===== src/rtl/enc8x3_seq.sv =====
// Sequential 8-to-3 priority encoder: captures a request word and hands out the
// index of each set bit, highest first, through a registered valid/ack handshake.
module enc8x3_seq (
    input  logic       clk,
    input  logic       rst_n,
    input  logic [7:0] D,
    input  logic       load,
    input  logic       ack,
    output logic [2:0] Y,
    output logic       valid,
    output logic       busy,
    output logic       done,
    output logic       none,
    output logic [7:0] pending,
    output logic [1:0] state_dbg
);

    localparam logic [1:0] IDLE    = 2'd0;
    localparam logic [1:0] SCAN    = 2'd1;
    localparam logic [1:0] PRESENT = 2'd2;

    logic [1:0] state;
    logic [2:0] hi_idx;
    logic [7:0] pending_after_ack;

    // Ascending walk: the last set bit seen is the highest one.
    always_comb begin
        hi_idx = 3'd0;
        for (int i = 0; i < 8; i++) begin
            if (pending[i]) hi_idx = i[2:0];
        end
    end

    assign pending_after_ack = pending & ~(8'h01 << Y);

    // Handshake: Y is presented with valid=1 and held unchanged until the edge
    // that samples ack=1 while valid=1; ack at any other time has no effect.
    always_ff @(posedge clk or negedge rst_n) begin
        if (!rst_n) begin
            state   <= IDLE;
            Y       <= 3'b000;
            valid   <= 1'b0;
            done    <= 1'b0;
            none    <= 1'b0;
            pending <= 8'h00;
        end else begin
            done <= 1'b0;
            none <= 1'b0;
            case (state)
                IDLE: begin
                    if (load) begin
                        if (D != 8'h00) begin
                            pending <= D;
                            state   <= SCAN;
                        end else begin
                            none <= 1'b1;
                        end
                    end
                end
                SCAN: begin
                    Y     <= hi_idx;
                    valid <= 1'b1;
                    state <= PRESENT;
                end
                PRESENT: begin
                    if (ack && valid) begin
                        pending <= pending_after_ack;
                        valid   <= 1'b0;
                        if (pending_after_ack != 8'h00) begin
                            state <= SCAN;
                        end else begin
                            state <= IDLE;
                            done  <= 1'b1;
                        end
                    end
                end
                default: state <= IDLE;
            endcase
        end
    end

    assign busy      = (state != IDLE);
    assign state_dbg = state;

endmodule

===== config.mk =====
export PLATFORM = sky130hd
export DESIGN_NAME = enc8x3_seq
export DESIGN_NICKNAME = d
export VERILOG_FILES = /design/src/rtl/enc8x3_seq.sv
export SDC_FILE = /design/constraint.sdc
export NUM_CORES = 1
export LEC_CHECK = 0
export CORE_MARGIN = 2
export CORE_UTILIZATION = 41
export DETAILED_ROUTE_END_ITERATION = 7
export MAX_ROUTING_LAYER = met4
export PLACE_DENSITY = 0.74
export SYNTH_ARGS = -nofsm -noshare
export SYNTH_HDL_FRONTEND = slang
export SYNTH_SLANG_ARGS = --single-unit

===== constraint.sdc =====
create_clock -name clk -period 1.5 [get_ports clk]
set_clock_uncertainty 0.2 [all_clocks]
set_input_delay 0.375 -clock clk [delete_from_list [all_inputs] [get_ports clk]]
set_output_delay 0.375 -clock clk [all_outputs]
set_load 0.03 [all_outputs]

After elaboration in Yosys (flattened, before gate mapping):

Cells that the tools add are included.

* output and inout port bits: 17
* logic and storage cells: 48
* flip-flop bits (word level): 16
* input port bits: 12

* shift-type cells: 1
* mux-type cells: 24
* bitwise operators: 2
* eq/ne operators: 5
* reductions and logical operators: 10

Operators by type and width (count)
* 2-to-1 mux 8 bit: 3
* case mux 8 bit (2 select lines): 1
* nonzero test 8 bit: 2
* 2-to-1 mux 3 bit: 5
* 2-to-1 mux 1 bit: 9
* AND 8 bit: 1
* 2-to-1 mux 2 bit: 4
* NOT 8 bit: 1
* << shifter 1 x 3 -> 8 bit (first input constant): 1
* inequality test 2 bit (second input constant): 3
* case mux 2 bit (3 select lines): 1
* nonzero test 2 bit: 3
* AND reduction 4 bit: 1
* AND reduction 3 bit: 1
* equality test 2 x 1 -> 1 bit (second input constant): 1
* equality test 2 bit (second input constant): 1
* zero test 2 bit: 1
* case mux 1 bit (2 select lines): 1
* AND reduction 2 bit: 1
* logical AND 1 bit: 1

Depth between registers and ports, before layout:

* word-level depth: 7
* depth in mapped cells: 5
* depth with buffers taken out: 4

Worst setup path before layout:

OpenSTA, ideal clock, no wires.

* path type: reg-to-reg
* start point: register state[1] (netlist: state_dbg[1])
* end point: register pending[5]
* clock period less this slack: 1.883 ns
* library setup time: 0.067 ns
* stages on the path, launching flop included: 6
* required time: 1.233 ns
* arrival time: 1.616 ns
* slack: -0.383 ns
* cells stage by stage: dfrtp_1 buf_6 or2_1 or2_4 a21oi_4 a221o_1

* longest elaborated chain between the ends: 3
* elaborated cells on any way between the ends: 8
* those cells by class: eq/ne: 4; mux: 1; reduce/logical: 3

Ends and longest elaborated chain
* start: declaration: line 22 `logic [1:0] state;`
* start signal: assignment: line 40 `state <= IDLE;`
* start signal: assignment: line 54 `state <= SCAN;`
* start signal: assignment: line 63 `state <= PRESENT;`
* equality test 2 bit or zero test 2 bit (tied branches): line 49 `case (state)`
* inequality test 2 bit (no line) or nonzero test 2 bit (tied branches)
* AND reduction 4 bit (no line)
* end signal: assignment: line 67 `pending <= pending_after_ack;`
* end: declaration: line 14 `output logic [7:0] pending,`

Parallel ways exist; a longest one is shown, timed or not.
A chain may end at the register's enable or synchronous reset.

Worst setup path after layout:

* start point: register state[1] (netlist: state_dbg[1])
* end point: output state_dbg[1]

RTL lines
* end: declaration: line 15 `output logic [1:0] state_dbg`

No word-level cell between the ends.

==> metrics <==
TNS Setup -2.39 ns; Worst Path Arrival 1.12 ns; CP Class reg -> out; synth top area cells dfrtp_1, a221o_1, o211a_1; P_leak 0.720 nW; post-synthesis async set-or-reset flop share 100%; Synth Register Bits 16; CTS clk-pin slew, worst paths 0.10 ns; Finished Layout Cells about 190; Site Rows 17; Post-Place Setup Slack -0.673 ns; Buffers on Ports 28; Post-synth EDFFs 0; WL per Instance 17.5 um; max_cap viols 0; Area Growth Syn to Fin 80.6%; Placed Area 1360 um2; post-route cell area 1700 um2; drt drc 0; Max VDD drop 0.000511 V; RSZ-0062 raised after global routing yes; Final WS setup -0.196 ns; Util after Layout 77.6%; net count after synthesis about 100; Synth cell types 32; Final Hold Viols 0; worst rel slew slack between 70% and 80%; power per cell area ~470 nW/um2; I/O pin cnt 29; # diodes 0; HPWL Detailed 2060 um; crit path buf inv count 3; post-synthesis xor/xnor area fraction 0%; Placeable Area approximately 2200 um2; period utilization 113%; Critical Path Most Common Cell buf_6; Final Power 0.797 mW; top cell family by delay on the critical path flip-flops; Avg Synthesized Cell Area 10.3 um2; DRT iter0 DRCs 47; CP max-delay cell dfrtp_2; initial antenna violation count 0; sequential element share of the synthesized area 42.6%; final wirelength about 3300 um; post-synthesis adder-cell area fraction 0%; main combinational cell family by area after synthesis compound AO/OA/AOI/OAI gates; Die ar. 2690 um2; hold crit path type in -> async; number of iterations in the first detailed-routing pass 5; Worst Setup End Kind primary output; most frequent cell after synthesis dfrtp_1; Crit path largest cell delay 0.42 ns; Main synth FF type dfrtp_1; Synth Area in Compound Gates 29.1%; Setup violations, final 25; grt ovf 0; synth cell count leaders dfrtp_1, a221o_1, nand2_1, nor2_1, nor3_1; leading area contributor after synthesis dfrtp_1; RePlAce Congestion about 0.84; crit-path max FO 4; status finished with violations; Worst Max-Slew Pin Slew approximately 0.34 ns; largest net degree at the start of global routing 17; simple-gate area share of the yosys netlist 22.7%; Syn. warnings 0; critical-path cell list buf_6, buf_4, buf_6; total track usage 27.8%; root buf cell clkbuf_4; initial cell density of the core 42.9%; Die Ht 51.9 um; layout cells sized above 1 between 50% and 60%; Final Slew Violations 0; vias per std cell 5.90; Num Clock Sinks 16; crit path launch type flip-flop; die width 51.9 um; post-synthesis mux area share 0%; Nets ~170; later-pin clock latency in the skew report 0.29 ns; cts bufs inserted 3; vias in the first global route around 1100; Mapped Area between 900 and 1000 um2; CTS tree built; number of H-tree levels 1; post-layout minimum cycle time around 1.7 ns; Mapped Cells 91; dpl cells 166; worst path required time ~0.92 ns; Vias 1110; post-route ant nets 0; Hold-fix buffers, CTS 0; first-pass GRT wire length around 5300 um; Hold WS 0.188 ns; fmax slightly below 600 MHz; failing checks negative setup slack; Yosys top cell area share 42.6%; Clock Path Buffers 2
[power by group]
group | switching (mW) | internal (mW) | total (mW)
Clock | 0.153 | 0.148 | 0.301
Sequential | 0.00233 | 0.432 | 0.435
Combinational | 0.0320 | 0.0289 | 0.0609
[flip-flops by register name (all words and copies together), names as in the netlist]
register / flops
done: 1
state_dbg: 2
Y: 3
valid: 1
none: 1
pending: 8
[cell type report]
class	count	area, um2
Timing Repair Buffer	69	642
Fill cell	134	492
Clock buffer	4	36.3
Multi-Input combinational cell	67	566
Sequential cell	16	405
Inverter	4	15.0
Tap cell	28	35.0
[cell families (layout without fill, tap and decap cells)]
group | after synthesis | in the layout
simple gates | 37 | 37
compound gates | 30 | 30
flops | 16 | 16
buf+inv | 8 | 77
[layer usage]
| metal | up-vias | GRT usage, % | share of wire, % | wire [um] |
|---|---|---|---|---|
| met2 | 62 | 45.6 | 51 | 1680 |
| met4 | 0 | 12.7 | 4.0 | 132 |
| met5 | - | - | 0 | 0 |
| li1 | 496 | - | - | - |
| met3 | 19 | 3.16 | 5.0 | 164 |
| met1 | 533 | 34.5 | 40 | 1320 |
[cells in the final DEF, fill, tap and decap left out, types with 2 or more instances in the layout]
master           netlist  final
o31a_1                 2      2
clkbuf_4               0      3
or2_4                  1      2
nand2_1                8      7
buf_4                  2     34
nor3_1                 5      4
nor2_1                 7      6
o32ai_2                0      3
buf_12                 0      2
buf_6                  2     22
nand3_1                3      2
dfrtp_2                0      4
and3_2                 2      2
dlygate4sd2_1          0      9
nor4_1                 3      2
o21ai_0                2      2
nor4_4                 1      3
dfrtp_1               16     12
nand2b_1               2      2
inv_1                  4      3
a21oi_1                3      2
o211a_1                4      4
a221o_1                8      8
clkdlybuf4s50_1        0      2
[final timing paths]
path                                   start            to  slack (ns)  depth (start not counted)
max in group asynchronous              rst_n  state_dbg[1]        0.71                          2
worst max register to register  state_dbg[1]    pending[3]       -0.19                          4
worst min register to register          Y[1]          Y[1]        0.42                          2
worst min-delay path                   rst_n          Y[0]        0.19                          2
worst max-delay path            state_dbg[1]  state_dbg[1]       -0.20                          3
min in group clk                        D[5]    pending[5]        0.34                          2
[repair_timing]
item / in CTS / in global routing
pin swaps: 5 / 8
cloned: 0 / 0
setup buffers: 17 / 1
endpoints found under the setup margin: 25 / 26
gates resized for setup: 47 / 4
Power figures use the tool's default switching activity.
